**src/rtl/serial_loader_if.sv**
```systemverilog
// Boot-loader signal bundle: serial input, RAM write port and core-release status.
// master = loader side, slave = surrounding system / bench side.
interface serial_loader_if;
  logic        rxd;
  logic        mem_we;
  logic [31:0] mem_addr;
  logic [31:0] mem_data;
  logic        hold;
  logic        done;
  logic        error;

  modport master (
    input  rxd,
    output mem_we, mem_addr, mem_data, hold, done, error
  );

  modport slave (
    output rxd,
    input  mem_we, mem_addr, mem_data, hold, done, error
  );
endinterface

```
**src/rtl/serial_loader.sv**
```systemverilog
// Boot-time program loader: receives an 8N1 framed image, writes it to RAM word by word
// and keeps the core held in reset until the image checksum has been verified.
//
// Loader FSM states:
//   state  | meaning
//   S_IDLE | waiting for magic byte 0xA5
//   S_LEN0 | expecting word count, low byte
//   S_LEN1 | expecting word count, high byte; range-checked here
//   S_DATA | assembling data words and writing them to RAM
//   S_CSUM | expecting XOR checksum of all data bytes
//   S_DONE | image verified, core released; everything ignored until reset
//   S_ERR  | framing/length/checksum failure; only 0xA5 restarts a frame
module serial_loader #(
  parameter int BAUD_DIV  = 217,
  parameter int MAX_WORDS = 1024
) (
  input  logic            clk,
  input  logic            reset,
  serial_loader_if.master bus
);

  localparam int            CW      = $clog2(BAUD_DIV);
  localparam logic [CW-1:0] HALF_M1 = CW'(BAUD_DIV / 2 - 1);
  localparam logic [CW-1:0] FULL_M1 = CW'(BAUD_DIV - 1);
  localparam logic [16:0]   MAX_N   = 17'(MAX_WORDS);
  localparam logic [7:0]    MAGIC   = 8'hA5;

  // ---------------------------------------------------------------- receiver
  typedef enum logic [2:0] {
    RX_WAIT,
    RX_IDLE,
    RX_START,
    RX_DATA,
    RX_STOP
  } rx_state_t;

  rx_state_t     rx_state, rx_state_nxt;
  logic          rxd_s1, rxd_s2;
  logic [CW-1:0] tmr, tmr_nxt;
  logic [2:0]    bit_idx, bit_idx_nxt;
  logic [7:0]    shift, shift_nxt;
  logic          rx_valid, rx_valid_nxt;
  logic          rx_ferr;
  logic          tick;

  // Synchronizer clears to 0 so a line still low after reset keeps the receiver in RX_WAIT.
  always_ff @(posedge clk or posedge reset) begin
    if (reset) begin
      rxd_s1   <= 1'b0;
      rxd_s2   <= 1'b0;
      rx_state <= RX_WAIT;
      tmr      <= '0;
      bit_idx  <= '0;
      shift    <= '0;
      rx_valid <= 1'b0;
    end else begin
      rxd_s1   <= bus.rxd;
      rxd_s2   <= rxd_s1;
      rx_state <= rx_state_nxt;
      tmr      <= tmr_nxt;
      bit_idx  <= bit_idx_nxt;
      shift    <= shift_nxt;
      rx_valid <= rx_valid_nxt;
    end
  end

  always_comb begin
    rx_state_nxt = rx_state;
    tmr_nxt      = tmr;
    bit_idx_nxt  = bit_idx;
    shift_nxt    = shift;
    rx_valid_nxt = 1'b0;
    rx_ferr      = 1'b0;
    tick         = (tmr == '0);
    case (rx_state)
      RX_WAIT: begin
        if (rxd_s2) rx_state_nxt = RX_IDLE;
      end
      RX_IDLE: begin
        if (!rxd_s2) begin
          rx_state_nxt = RX_START;
          tmr_nxt      = HALF_M1;
        end
      end
      RX_START: begin
        if (!tick) begin
          tmr_nxt = tmr - 1'b1;
        end else if (rxd_s2) begin
          rx_state_nxt = RX_IDLE;
        end else begin
          rx_state_nxt = RX_DATA;
          tmr_nxt      = FULL_M1;
          bit_idx_nxt  = '0;
        end
      end
      RX_DATA: begin
        if (!tick) begin
          tmr_nxt = tmr - 1'b1;
        end else begin
          shift_nxt = {rxd_s2, shift[7:1]};
          tmr_nxt   = FULL_M1;
          if (bit_idx == 3'd7) rx_state_nxt = RX_STOP;
          else                 bit_idx_nxt  = bit_idx + 1'b1;
        end
      end
      RX_STOP: begin
        if (!tick) begin
          tmr_nxt = tmr - 1'b1;
        end else if (rxd_s2) begin
          // Stop bit already seen high, so rearming needs no extra wait.
          rx_valid_nxt = 1'b1;
          rx_state_nxt = RX_IDLE;
        end else begin
          rx_ferr      = 1'b1;
          rx_state_nxt = RX_WAIT;
        end
      end
      default: rx_state_nxt = RX_WAIT;
    endcase
  end

  // ------------------------------------------------------------ loader FSM
  typedef enum logic [2:0] {
    S_IDLE,
    S_LEN0,
    S_LEN1,
    S_DATA,
    S_CSUM,
    S_DONE,
    S_ERR
  } state_t;

  state_t      state, state_nxt;
  logic [7:0]  len_lo, len_lo_nxt;
  logic [15:0] n_words, n_words_nxt;
  logic [15:0] idx, idx_nxt;
  logic [1:0]  pos, pos_nxt;
  logic [23:0] word, word_nxt;
  logic [7:0]  csum, csum_nxt;
  logic        we_q, we_nxt;
  logic [31:0] addr_q, addr_nxt;
  logic [31:0] data_q, data_nxt;
  logic        hold_q, hold_nxt;
  logic        done_q, done_nxt;
  logic        error_q, error_nxt;
  logic [15:0] len_full;

  always_ff @(posedge clk or posedge reset) begin
    if (reset) begin
      state   <= S_IDLE;
      len_lo  <= '0;
      n_words <= '0;
      idx     <= '0;
      pos     <= '0;
      word    <= '0;
      csum    <= '0;
      we_q    <= 1'b0;
      addr_q  <= '0;
      data_q  <= '0;
      hold_q  <= 1'b1;
      done_q  <= 1'b0;
      error_q <= 1'b0;
    end else begin
      state   <= state_nxt;
      len_lo  <= len_lo_nxt;
      n_words <= n_words_nxt;
      idx     <= idx_nxt;
      pos     <= pos_nxt;
      word    <= word_nxt;
      csum    <= csum_nxt;
      we_q    <= we_nxt;
      addr_q  <= addr_nxt;
      data_q  <= data_nxt;
      hold_q  <= hold_nxt;
      done_q  <= done_nxt;
      error_q <= error_nxt;
    end
  end

  assign len_full = {shift, len_lo};

  always_comb begin
    state_nxt   = state;
    len_lo_nxt  = len_lo;
    n_words_nxt = n_words;
    idx_nxt     = idx;
    pos_nxt     = pos;
    word_nxt    = word;
    csum_nxt    = csum;
    we_nxt      = 1'b0;
    addr_nxt    = addr_q;
    data_nxt    = data_q;
    hold_nxt    = hold_q;
    done_nxt    = done_q;
    error_nxt   = error_q;
    // A framing error flags one cycle after the stop sample, ahead of normal byte delivery.
    if (rx_ferr) begin
      if (state != S_DONE) begin
        state_nxt = S_ERR;
        error_nxt = 1'b1;
        hold_nxt  = 1'b1;
      end
    end else if (rx_valid) begin
      case (state)
        S_IDLE: begin
          if (shift == MAGIC) state_nxt = S_LEN0;
        end
        S_LEN0: begin
          len_lo_nxt = shift;
          state_nxt  = S_LEN1;
        end
        S_LEN1: begin
          n_words_nxt = len_full;
          if (len_full == 16'd0 || {1'b0, len_full} > MAX_N) begin
            state_nxt = S_ERR;
            error_nxt = 1'b1;
          end else begin
            idx_nxt   = '0;
            csum_nxt  = '0;
            pos_nxt   = '0;
            state_nxt = S_DATA;
          end
        end
        S_DATA: begin
          csum_nxt = csum ^ shift;
          word_nxt = {shift, word[23:8]};
          pos_nxt  = pos + 1'b1;
          if (pos == 2'd3) begin
            we_nxt   = 1'b1;
            addr_nxt = {16'd0, idx};
            data_nxt = {shift, word};
            idx_nxt  = idx + 16'd1;
            if (idx == n_words - 16'd1) state_nxt = S_CSUM;
          end
        end
        S_CSUM: begin
          if (shift == csum) begin
            state_nxt = S_DONE;
            done_nxt  = 1'b1;
            hold_nxt  = 1'b0;
          end else begin
            state_nxt = S_ERR;
            error_nxt = 1'b1;
          end
        end
        S_ERR: begin
          if (shift == MAGIC) begin
            state_nxt = S_LEN0;
            error_nxt = 1'b0;
          end
        end
        default: ;
      endcase
    end
  end

  assign bus.mem_we   = we_q;
  assign bus.mem_addr = addr_q;
  assign bus.mem_data = data_q;
  assign bus.hold     = hold_q;
  assign bus.done     = done_q;
  assign bus.error    = error_q;

endmodule

```
**src/flat_wrapper.sv**
```systemverilog
// flat-port wrapper written by rule: the top's interface ports become plain ports
module serial_loader_flat 
#(
  parameter int BAUD_DIV  = 217,
  parameter int MAX_WORDS = 1024
)
  (clk, reset, bus_rxd, bus_mem_we, bus_mem_addr, bus_mem_data, bus_hold, bus_done, bus_error);
  serial_loader_if bus_i ();
  input  logic clk;
  input  logic reset;
  input wire logic [$bits(bus_i.rxd)-1:0] bus_rxd;
  output wire logic [$bits(bus_i.mem_we)-1:0] bus_mem_we;
  output wire logic [$bits(bus_i.mem_addr)-1:0] bus_mem_addr;
  output wire logic [$bits(bus_i.mem_data)-1:0] bus_mem_data;
  output wire logic [$bits(bus_i.hold)-1:0] bus_hold;
  output wire logic [$bits(bus_i.done)-1:0] bus_done;
  output wire logic [$bits(bus_i.error)-1:0] bus_error;
  assign bus_i.rxd = bus_rxd;
  assign bus_mem_we = bus_i.mem_we;
  assign bus_mem_addr = bus_i.mem_addr;
  assign bus_mem_data = bus_i.mem_data;
  assign bus_hold = bus_i.hold;
  assign bus_done = bus_i.done;
  assign bus_error = bus_i.error;
  serial_loader #(.BAUD_DIV(BAUD_DIV), .MAX_WORDS(MAX_WORDS)) u_core (.clk(clk), .reset(reset), .bus(bus_i));
endmodule
```
**config.mk**
```make
export PLATFORM = sky130hd
export DESIGN_NAME = serial_loader_flat
export DESIGN_NICKNAME = d
export VERILOG_FILES = /design/src/rtl/serial_loader_if.sv /design/src/rtl/serial_loader.sv /design/src/flat_wrapper.sv
export SDC_FILE = /design/constraint.sdc
export NUM_CORES = 1
export LEC_CHECK = 0
export CELL_PAD_IN_SITES_DETAIL_PLACEMENT = 0
export CELL_PAD_IN_SITES_GLOBAL_PLACEMENT = 1
export CORE_ASPECT_RATIO = 0.8
export CORE_MARGIN = 5
export CORE_UTILIZATION = 25
export CTS_BUF_LIST = sky130_fd_sc_hd__clkbuf_4 sky130_fd_sc_hd__clkbuf_8
export CTS_CLUSTER_SIZE = 12
export DETAILED_ROUTE_END_ITERATION = 8
export PLACE_DENSITY_LB_ADDON = 0.1
export SYNTH_ARGS = -nofsm -noshare
export SYNTH_HDL_FRONTEND = slang
export SYNTH_SLANG_ARGS = --single-unit
```
**constraint.sdc**
```tcl
create_clock -name clk -period 7.5 [get_ports clk]
set_input_delay 1.5 -clock clk [delete_from_list [all_inputs] [get_ports clk]]
set_output_delay 1.5 -clock clk [all_outputs]
set_load 0.01 [all_outputs]
```
==> summary.md <==
| Metric | Value |
|---|---|
| Max_cap viols | `0` |
| Final period util | `51.4%` |
| VDD IR-drop max | `0.0979 mV` |
| Cell count after synthesis | `711` |
| Tightest Pin Transition | `1.13 ns` |
| Crit path time final | `3.86 ns` |
| FFs w/ async S/R, synth | `100%` |
| CTS tree | `done` |
| Worst-path clk slew | `0.09 ns` |
| CTS sink cnt | `154` |
| Hpwl dp | `13400 um` |
| Arrival @ worst endpoint | `4.19 ns` |
| Starting DRT DRC Count | `226` |
| P_leak | `0.00407 uW` |
| Post-route worst setup slack | `3.64 ns` |
| Global placer's final weighted congestion | `0.788` |
| CTS root buf | `clkbuf_8` |
| Fin. max-slew vios | `0` |
| All-Layer GR Usage | `11.9%` |
| Core Region | `0.0295 sq mm` |
| Drt drc | `0` |
| Worst endpoint required time | `7.84 ns` |
| Number of diodes | `0` |
| Die ar. | `0.0337 sq mm` |
| H-tree lvl count | `4` |
| Hold Vio Cnt, Final | `0` |
| Distinct cells, synth | `73` |
| Largest net degree at the start of global routing | `70` |
| Met2 Usage GRT | `18.7%` |
| Fraction of layout cells with a size suffix above 1 | `17.4%` |
| Clk_lat worst skew | `0.46 ns` |
| Gr ovfl total | `0` |
| CP peak stage delay | `0.81 ns` |
| Crit start category | `flop` |
| CTS Buf Count | `17` |
| Endpoints failing setup | `0` |
| CP max stage cell | `and3_1` |
| CP max FO | `53` |
| Clock Skews | `0.0166 ns` |
| Synth Cell Area | `0.00752 sq mm` |
| Setup Fix Bufs, Post-CTS | `0` |
| I/O pins | `71` |
| # rows | `56` |
| Warnings, synthesis | `0` |
| Crit. End Element | `flop` |
| Most used DFF post-synth | `dfrtp_1` |
| Run status | `completed` |
| Critical path, cell by cell | `inv_1 -> ha_1 -> nor3b_1 -> nand3_1 -> and3_1 -> nand2_2 -> buf_4 -> mux2_2` |
| Post-DR vias/cell | `4.57` |
| Post-cts resize count | `0` |
| Synthesis-stage register bit count | `154` |
| Starting Density | `25.5%` |
| Number of synthesized flops with an enable pin | `0` |
| Avg WL per Cell | `16.5 um` |
| Drt total wl | `19300 um` |
| Vias in the first global route | `5487` |
| Fmax achieved | `0.259 GHz` |
| Met1 GRT Util | `16.5%` |
| Post-place setup slack | `3.60 ns` |
| Syn-to-layout area delta | `16.1%` |
| Die Span X | `204 um` |
| Routing usage on met3 | `2.67%` |
| Rel. slew slack | `24.5%` |
| Global-route wire length before repair | `31500 um` |
| Syn_area_per_cell | `10.6 sq um` |
| Detailed Routing Iterations Pass 1 | `6` |
| Die height | `165 um` |
| Antenna violations before repair | `1` |
| CP Class | `flop to flop` |
| Unrepaired setup endpoints after global routing | `no` |
| Hold crit path type | `flop to flop` |
| Post-DRT Antenna Nets | `0` |
| Post-route setup TNS | `0 ns` |
| Post-synthesis sequential area ratio | `51.2%` |
| Most used routing layer | `met2` |
| Port bufs | `54` |
| Final Net Count | `763` |
| Power Density | `190 mW/mm^2` |
| Vias | `5353` |
| Clock Path Buffers | `2` |
| CTS Hold Bufs | `0` |
-- power breakdown --
group / switching [uW] / internal (uW)
registers: 46.3 / 858
clock network: 335 / 291
logic: 72.0 / 57.4
-- per-stage QoR --
step                area (sq um)  util [%]  std cells  power (uW)  hold slack [ns]
finish                      8740      29.6       1172        1660            0.362
detailed placement          8350      28.3       1140        1050            0.345
global placement            8350      28.3       1140        1050            0.346
floorplan                   7580         -        726        1020            0.331
CTS                         8740      29.6       1172        1690            0.366
global route                8740      29.6       1172        1750            0.368
-- worst max-delay path: cells and delay by family (launching register included) --
| kind | cells | cell delay (ns) |
|---|---|---|
| adder cells (fa/ha/maj) | 1 | 0.14 |
| buffers and inverters | 2 | 0.62 |
| flip-flops | 1 | 0.43 |
| multiplexers | 1 | 0.41 |
| AND/OR/NAND/NOR | 4 | 2.04 |
-- cells by family (layout without fill, tap and decap cells) --
group / count (synthesis) / count (layout) / synth area share, %
xor gates and xnor gates: 36 / 36 / 4.19
AOI/OAI and AO/OA: 124 / 124 / 11.0
DFF: 154 / 154 / 51.2
adders and majority gates: 7 / 7 / 1.16
muxes: 75 / 75 / 11.2
and+or+nand+nor: 246 / 246 / 15.9
other: 1 / 16 / 0.0498
buffers and inverters: 68 / 108 / 5.21
-- synth_stat cells (6+ instances only) --
master	instances	area share, %
dfrtp_1	153	51
nand2_1	118	5.9
mux2_2	73	11
o21ai_0	46	3.1
nor2_1	38	1.9
buf_4	21	2.1
clkbuf_1	19	0.95
xor2_1	19	2.2
a21oi_1	18	1.2
xnor2_1	17	2.0
inv_1	16	0.80
nand3_1	15	1.0
nand4_1	10	0.83
nor3_1	9	0.60
o211ai_1	9	0.90
a22o_1	8	0.93
nand2b_1	8	0.67
ha_1	7	1.2
buf_6	6	0.90
-- layout by cell type, fill, tap and decap left out, types with 4 or more instances in the layout --
| master | netlist | final |
|---|---|---|
| nand2_1 | 118 | 118 |
| clkinv_4 | 0 | 4 |
| clkdlybuf4s50_1 | 0 | 54 |
| or4_1 | 4 | 4 |
| nand2b_1 | 8 | 8 |
| nand4_1 | 10 | 10 |
| nand3_1 | 15 | 15 |
| a31oi_1 | 4 | 4 |
| o211ai_1 | 9 | 9 |
| xnor2_1 | 17 | 17 |
| a22o_1 | 8 | 8 |
| clkbuf_8 | 0 | 20 |
| o21ai_0 | 46 | 46 |
| mux2_2 | 73 | 73 |
| nor2_1 | 38 | 38 |
| and3_1 | 5 | 5 |
| nor3b_1 | 5 | 5 |
| inv_1 | 16 | 15 |
| nor4_2 | 4 | 4 |
| xor2_1 | 19 | 19 |
| nor3_1 | 9 | 9 |
| dfrtp_1 | 153 | 153 |
| conb_1 | 1 | 16 |
| ha_1 | 7 | 7 |
| buf_4 | 21 | 6 |
| nor4_1 | 5 | 5 |
| a21oi_1 | 18 | 18 |
-- layer usage --
| layer | routed length (um) | vias to the layer above |
|---|---|---|
| met5 | 0 | - |
| met4 | 264 | 0 |
| met3 | 582 | 16 |
| met2 | 8800 | 83 |
| met1 | 9680 | 2700 |
| li1 | - | 2554 |
-- path summary, 6_finish.rpt --
| path | startpoint | endpoint | slack, ns | cells past startpoint |
|---|---|---|---|---|
| worst max-delay path | u_core.tmr[0] | u_core.bus.mem_addr[12] | 3.64 | 8 |
| worst min-delay path | u_core.rxd_s1 | u_core.rxd_s2 | 0.36 | 0 |
| worst max register to register | u_core.tmr[0] | u_core.bus.mem_addr[12] | 3.64 | 8 |
| worst min register to register | u_core.rxd_s1 | u_core.rxd_s2 | 0.36 | 0 |
| max in group asynchronous | reset | u_core.bus.mem_addr[14] | 4.77 | 3 |
| min in group asynchronous | reset | u_core.word[20] | 1.43 | 2 |
-- state kept, by name, summed over array words and instances (netlist names), 8 cells and up --
name / cells
u_core.bus.mem_addr: 16
u_core.word: 24
u_core.tmr: 8
u_core.shift: 8
u_core.bus.mem_data: 32
u_core.idx: 16
u_core.csum: 8
u_core.len_lo: 8
u_core.n_words: 16
-- area by class of cell --
class | instances | area, sq um
Tap cell | 406 | 508
Clock inverter | 12 | 115
Clock buffer | 20 | 275
Fill cell | 3034 | 20800
Sequential cell | 154 | 3850
Inverter | 16 | 65.1
Timing Repair Buffer | 60 | 586
Multi-Input combinational cell | 504 | 3330
No activity file was read; power rests on OpenSTA's default activity.
